**src/rtl/dma_xfer_ctl.sv**
```systemverilog
// Block-transfer sequencer for an am2940 DMA address generator: programs the slice,
// then arbitrates for the bus and steps the address/word counters once per acknowledged cycle.
module dma_xfer_ctl #(
  parameter int unsigned W = 8
) (
  input  logic         cp,
  input  logic         rst,
  input  logic         start,
  input  logic [2:0]   mode,
  input  logic [W-1:0] addr,
  input  logic [W-1:0] count,
  input  logic         abort,
  output logic [2:0]   i,
  output logic [W-1:0] dout,
  output logic         doe,
  output logic         aci_,
  output logic         wci_,
  output logic         oea_,
  input  logic         done,
  output logic         breq,
  input  logic         bgnt,
  output logic         mreq,
  input  logic         mack,
  output logic         busy,
  output logic         irq,
  output logic         abt
);

  typedef enum logic [2:0] {
    StIdle,
    StWrcr,
    StLdar,
    StLdwc,
    StReq,
    StXfer,
    StStep,
    StFin
  } state_e;

  state_e       state_q;
  logic [2:0]   mode_q;
  logic [W-1:0] addr_q;
  logic [W-1:0] count_q;
  logic         last_q;
  logic         abt_q;

  always_ff @(posedge cp) begin
    if (rst) begin
      state_q <= StIdle;
      mode_q  <= '0;
      addr_q  <= '0;
      count_q <= '0;
      last_q  <= 1'b0;
      abt_q   <= 1'b0;
    end else if (abort && (state_q != StIdle)) begin
      // Abort wins over grant and acknowledge, so no STEP or irq can follow.
      state_q <= StIdle;
      abt_q   <= 1'b1;
    end else begin
      unique case (state_q)
        StIdle: begin
          if (start) begin
            mode_q  <= mode;
            addr_q  <= addr;
            count_q <= count;
            abt_q   <= 1'b0;
            state_q <= StWrcr;
          end
        end
        StWrcr: state_q <= StLdar;
        StLdar: state_q <= StLdwc;
        StLdwc: state_q <= StReq;
        StReq: begin
          if (bgnt) state_q <= StXfer;
        end
        StXfer: begin
          if (mack) begin
            last_q  <= done;
            state_q <= StStep;
          end
        end
        StStep: begin
          if (last_q)    state_q <= StFin;
          else if (bgnt) state_q <= StXfer;
          else           state_q <= StReq;
        end
        StFin:   state_q <= StIdle;
        default: state_q <= StIdle;
      endcase
    end
  end

  always_comb begin
    i    = 3'b111;
    dout = '0;
    doe  = 1'b0;
    aci_ = 1'b1;
    wci_ = 1'b1;
    oea_ = 1'b1;
    breq = 1'b0;
    mreq = 1'b0;
    irq  = 1'b0;
    unique case (state_q)
      StWrcr: begin
        i    = 3'b000;
        doe  = 1'b1;
        dout = W'(mode_q);
      end
      StLdar: begin
        i    = 3'b101;
        doe  = 1'b1;
        dout = addr_q;
      end
      StLdwc: begin
        i    = 3'b110;
        doe  = 1'b1;
        dout = count_q;
      end
      StReq: breq = 1'b1;
      StXfer: begin
        breq = 1'b1;
        mreq = 1'b1;
        oea_ = 1'b0;
      end
      StStep: begin
        breq = 1'b1;
        aci_ = 1'b0;
        wci_ = 1'b0;
      end
      StFin:   irq = 1'b1;
      default: ;
    endcase
  end

  assign busy = (state_q != StIdle);
  assign abt  = abt_q;

endmodule

```
**config.mk**
```make
export PLATFORM = sky130hd
export DESIGN_NAME = dma_xfer_ctl
export DESIGN_NICKNAME = d
export VERILOG_FILES = /design/src/rtl/dma_xfer_ctl.sv
export SDC_FILE = /design/constraint.sdc
export NUM_CORES = 1
export LEC_CHECK = 0
export CELL_PAD_IN_SITES_DETAIL_PLACEMENT = 0
export CELL_PAD_IN_SITES_GLOBAL_PLACEMENT = 1
export CORE_AREA = 3 3 54 80
export DETAILED_ROUTE_END_ITERATION = 8
export DIE_AREA = 0 0 57 83
export PLACE_DENSITY_LB_ADDON = 0.1
export SYNTH_ARGS = -nofsm -noshare
export SYNTH_HDL_FRONTEND = slang
export SYNTH_SLANG_ARGS = --single-unit
```
**constraint.sdc**
```tcl
create_clock -name cp -period 4.22 [get_ports cp]
set_input_delay 0.422 -clock cp [delete_from_list [all_inputs] [get_ports cp]]
set_output_delay 0.422 -clock cp [all_outputs]
set_load 0.05 [all_outputs]
```
==> results of run 1 <==
## tightest hold or removal path, cell delays in order, from the launching register on
cell     delay, ns
dfxtp_1       0.31
nand2_1       0.05
a21oi_1       0.05
## routing by layer
layer	wire, um	share of wire [%]
met1	1240	44
met2	1400	50
met3	165	5.8
met4	22	0.78
met5	0	0
## Yosys cell counts, drive strengths merged, types with 2 or more instances
cell / number
a21oi: 21
a22oi: 4
buf: 9
clkbuf: 2
dfxtp: 24
inv: 2
mux2: 3
mux2i: 6
nand2: 41
nand2b: 2
nand3b: 2
nor2: 13
nor2b: 4
nor3b: 2
o21ai: 4
## registers in the layout (all words and copies together) (netlist names)
signal and cells:
addr_q 8, count_q 8, mode_q 3, state_q 3, abt 1, last_q 1
## layout make-up
| class | count | area, um2 | share of cell area [%] |
|---|---|---|---|
| Sequential cell | 24 | 480 | 28.7 |
| Multi-Input combinational cell | 111 | 624 | 37.4 |
| Timing Repair Buffer | 45 | 450 | 26.9 |
| Inverter | 2 | 7.51 | 0.449 |
| Tap cell | 43 | 53.8 | 3.22 |
| Clock buffer | 4 | 55.1 | 3.29 |
## layout by cell type (no fill, tap or decap)
cell	count
a211oi_2	1
a21o_1	1
a21oi_1	20
a21oi_2	1
a22oi_1	3
a22oi_2	1
clkbuf_8	4
clkdlybuf4s50_1	45
dfxtp_1	24
inv_1	2
mux2_2	3
mux2i_1	6
nand2_1	41
nand2b_1	2
nand3b_1	2
nor2_1	13
nor2b_1	4
nor3_1	1
nor3b_1	2
nor4b_4	1
o21ai_0	3
o21ai_1	1
o21bai_1	1
or2_2	1
or3_4	1
or4b_4	1
xnor2_1	1
## path summary, 6_finish.rpt
check             start         end  slack [ns]  depth (start not counted)
max          state_q[1]     dout[1]        1.35                          4
min           mode_q[2]   mode_q[2]        0.46                          2
max reg2reg  state_q[0]  count_q[1]        2.25                          3
min reg2reg   mode_q[2]   mode_q[2]        0.46                          2
## per-stage QoR
step | cells | total power, mW
after detailed placement | 225 | 0.450
after global placement | 225 | 0.448
after CTS | 229 | 0.604
final | 229 | 0.595
after global routing | 229 | 0.626
after floorplan | 148 | 0.394
## cell families (layout without fill, tap and decap cells)
group / Yosys count / after routing / share of synthesized area [%]
AO/OA/AOI/OAI: 32 / 32 / 16.1
XOR/XNOR: 1 / 1 / 0.735
multiplexers: 9 / 9 / 7.87
buffers and inverters: 13 / 51 / 7.35
flip-flops: 24 / 24 / 40.3
AND/OR/NAND/NOR: 69 / 69 / 27.7
## power by group
| group | internal [mW] | total, mW | switching [mW] |
|---|---|---|---|
| logic | 0.0770 | 0.174 | 0.0972 |
| clock network | 0.0832 | 0.154 | 0.0705 |
| registers | 0.245 | 0.267 | 0.0221 |
| total | 0.405 | 0.595 | 0.190 |
==> results.md, run 1 <==
* Status: finished, final reports clean
* DP Area at 1620 um2
* Vias in the first global route at 1062
* Slowest cell delay on critical path at 0.81 ns
* CP required at 3.80 ns
* Largest net degree at the start of global routing at 24
* Clk sink count at 24
* DR iter-0 viols at 30
* Mean Syn Cell Area at 8.06 um2
* Setup ws final at 1.35 ns
* Nets@finish at 213
* CP Class: flop to output pin
* Clock Latency Late Sink at 0.26 ns
* Longest Clk Path Bufs at 2
* GRT Total Usage at 12.4%
* Register bit total from synthesis at 24
* Largest cells by area after synthesis: dfxtp_1 (40%), nand2_1 (13%), a21oi_1 (8.4%)
* Post-CTS setup buffers at 0
* CTS H-tree depth at 1
* GR Util met1 at 15.2%
* Grt met2 use at 21.1%
* Primary FF master, synth: dfxtp_1
* Fin crit share at 68.0%
* Relative slew slack at 36.3%
* GP Congestion at 0.717
* Sequential area share after synthesis at 40.3%
* FILL cells at 401
* Worst path cell trace: nor2b_1 > a22oi_1 > nor2_1 > clkdlybuf4s50_1
* Wirelength per Cell at 12.4 um
* Clk root buf: clkbuf_8
* Reg clk slew, reported paths at 0.08 ns
* Die H at 83 um
* Cts hold-fix bufs at 0
* Global-route wire length before repair at 4720 um
* Post-DP HPWL at 2080 um
* Critical path endpoint category: output pin
* PD cells at 356 nW/um2
* CP top delay family: buffers and inverters
* Remaining DRCs at 0
* Max cap viols at 0
* Setup violations, final at 0
* CP Buf/Inv Count at 1
* RSZ-0062 raised after global routing: false
* Post-synthesis net count at 174
* Startpoint Class: flop
* Number of synthesized flops with an enable pin at 0
* Share of cells above drive strength 1 at 7.53%
* Initial core utilization at 32.1%
* TNS Setup at 0 ns
* Max VDD drop at 0.000199 V
* Syn Inst Count at 148
* Peak fanout along the critical path at 17
* Initial antenna violation count at 0
* Slew Viols, Final at 0
* Post_cts resized at 0
* TritonCTS clock tree: done
* CTS Buf Count at 3
* Slowest cell on crit path: clkdlybuf4s50_1
* Routing usage on met3 at 1.87%
* Die W at 57 um
* Worst Path Arrival at 2.45 ns
* Core area at 3720 um2
* Hold Violations, Final at 0
* Total wire length at 2830 um
* Detail-routed via count per cell at 4.77
* Post-synth design cell area at 1190 um2
* Synth-to-layout area growth at 40.2%
* Global route overflow at 0
* Fin Hold WS at 0.457 ns
* Fin util at 45.0%
* Row count at 27
* Min Tclk post-route at 2.87 ns
* Die Outline Area at 4730 um2
* Worst Max-Slew Pin Slew at 0.952 ns
* Fin Clk Skew at 0.00197 ns
* Leakage power at 0.606 nW
* Hold WC Path Type: flop to flop
* DR vias at 1093
* Post-Place Setup Slack at 1.60 ns
* Gr busiest metal: met2
* Fin area at 1670 um2
* Async S/R FF share, synth at 0%
* Port bufs at 45
* Synth cell types at 29
* Ys Warns at 0
* Ports at 46
* ANT cells at 0
* Area share of the leading cell type in the synthesized netlist at 40.3%
* Routed Antenna Nets at 0
* Post-synth top area cell: dfxtp_1
* First-pass iteration count of the detailed router at 4
* Peak Freq at 0.348 GHz
Note: power is estimated with default switching activity, not from simulation.
==> inputs of run 2 (changes only) <==
--- a/config.mk
+++ b/config.mk
@@ -7,9 +7,9 @@
 export LEC_CHECK = 0
 export CELL_PAD_IN_SITES_DETAIL_PLACEMENT = 0
 export CELL_PAD_IN_SITES_GLOBAL_PLACEMENT = 1
-export CORE_AREA = 3 3 54 80
+export CORE_AREA = 3 3 59 88
 export DETAILED_ROUTE_END_ITERATION = 8
-export DIE_AREA = 0 0 57 83
+export DIE_AREA = 0 0 62 91
 export PLACE_DENSITY_LB_ADDON = 0.1
 export SYNTH_ARGS = -nofsm -noshare
 export SYNTH_HDL_FRONTEND = slang
==> constraint.sdc (replaced) <==
create_clock -name cp -period 2.6 [get_ports cp]
set_input_delay 0.26 -clock cp [delete_from_list [all_inputs] [get_ports cp]]
set_output_delay 0.26 -clock cp [all_outputs]
set_load 0.05 [all_outputs]
==> results.md, run 2 (same netlist as run 1, synthesis figures left out) <==
* Peak fanout along the critical path at 12
* Worst path cell trace: inv_1 > nand2_1 > or2_2 > clkdlybuf4s50_1
* GP Congestion at 0.744
* Setup violations, final at 0
* Row count at 30
* Vias in the first global route at 1139
* Max cap viols at 0
* Clk sink count at 24
* Initial core utilization at 26.3%
* DR vias at 1125
* Nets@finish at 217
* Post-DP HPWL at 2390 um
* Share of cells above drive strength 1 at 13.2%
* PD cells at 568 nW/um2
* Slowest cell delay on critical path at 0.79 ns
* Top flop regs: addr_q: 8 flops, count_q: 8 flops
* Cts hold-fix bufs at 0
* Hold depth at 2
* Worst Max-Slew Pin Slew at 0.559 ns
* Relative slew slack at 62.7%
* Fin crit share at 92.0%
* Global route overflow at 0
* Core area at 4540 um2
* Max VDD drop at 0.000281 V
* TNS Setup at 0 ns
* Total wire length at 3090 um
* Wirelength per Cell at 12.1 um
* Clock Latency Late Sink at 0.26 ns
* Die Outline Area at 5640 um2
* Fin Clk Skew at 0.00118 ns
* Initial antenna violation count at 0
* First-pass iteration count of the detailed router at 4
* CTS Buf Count at 3
* Hold WC Path Type: flop to flop
* Leakage power at 0.639 nW
* GRT Total Usage at 11.8%
* Largest net degree at the start of global routing at 21
* Status: finished, final reports clean
* Post-Place Setup Slack at 0.492 ns
* FILL cells at 492
* Slowest cell on crit path: clkdlybuf4s50_1
* Post_cts resized at 0
* Clk root buf: clkbuf_8
* Remaining DRCs at 0
* Worst Path Arrival at 2.13 ns
* Commonest cells after routing, fill and taps aside: nand2_1 (41), clkdlybuf4s50_1 (38), dfxtp_1 (24)
* Die H at 91 um
* Commonest non-fill, non-tap cell in the layout: nand2_1
* ANT cells at 0
* Port bufs at 45
* Post-CTS setup buffers at 0
* CTS H-tree depth at 1
* CP Class: flop to output pin
* Storage element area at 480 um2
* Reg clk slew, reported paths at 0.08 ns
* Worst Reg-to-Reg Cells at 4
* Min Tclk post-route at 2.39 ns
* Slew Viols, Final at 0
* Global-route wire length before repair at 5070 um
* Routed Antenna Nets at 0
* Setup ws final at 0.208 ns
* Synth-to-layout area growth at 43.4%
* Detail-routed via count per cell at 4.43
* Ports at 46
* Longest Clk Path Bufs at 2
* TritonCTS clock tree: done
* Area occupied by multi-input gates at 624 um2
* Fin Hold WS at 0.459 ns
* Die W at 62 um
* Hold Violations, Final at 0
* Critical path endpoint category: output pin
* CP required at 2.34 ns
* Startpoint Class: flop
* DR iter-0 viols at 33
* Peak Freq at 0.418 GHz
* RSZ-0062 raised after global routing: false
==> run 2: changes by cell type in the layout (fill, tap and decap cells not counted) <==
cell	delta
clkdlybuf4s50_1	-7
buf_4	+11
==> run 2: metal layers <==
| layer | vias up | GRT usage (%) | part of all wire, % |
|---|---|---|---|
| met5 | - | 0 | 0 |
| met2 | 31 | 20.3 | 53 |
| met1 | 516 | 13.6 | 40 |
| met3 | 4 | 2.28 | 5.8 |
| met4 | 0 | 4.78 | 1.5 |
| li1 | 574 | - | - |
==> run 2: final cells by class <==
| class | instances | area share, % |
|---|---|---|
| well taps | 64 | 4.68 |
| repair buffers | 49 | 27.1 |
| inverters | 2 | 0.439 |
| multi-input cells | 111 | 36.5 |
| clock buffers | 4 | 3.22 |
| flip-flops and latches | 24 | 28.1 |
==> run 2: final timing paths <==
check / from / endpoint / slack (ns)
setup / recovery: state_q[2] / i[2] / 0.21
hold / removal: addr_q[1] / addr_q[1] / 0.46
setup reg to reg: state_q[0] / abt / 0.81
hold reg to reg: addr_q[1] / addr_q[1] / 0.46
==> run 2: through the flow <==
step,area [um2],power (mW),util [%],cells
CTS,1710,0.995,37.7,254
global placement,1660,0.739,36.4,250
floorplan,1190,0.639,-,148
global route,1710,1.04,37.7,254
finish,1710,0.971,37.7,254
detailed placement,1660,0.740,36.4,250
==> run 2: critical path, delay by kind of cell, from the launching register on <==
kind	cells	cell delay (ns)
DFF	1	0.59
buffers and inverters	2	1.04
and+or+nand+nor	2	0.24
==> run 2: power by group <==
group / total [mW] / leakage (nW) / internal [mW] / switching, mW
registers: 0.424 / 0.197 / 0.398 / 0.0256
clock network: 0.247 / 0.0288 / 0.135 / 0.112
logic: 0.301 / 0.414 / 0.130 / 0.171
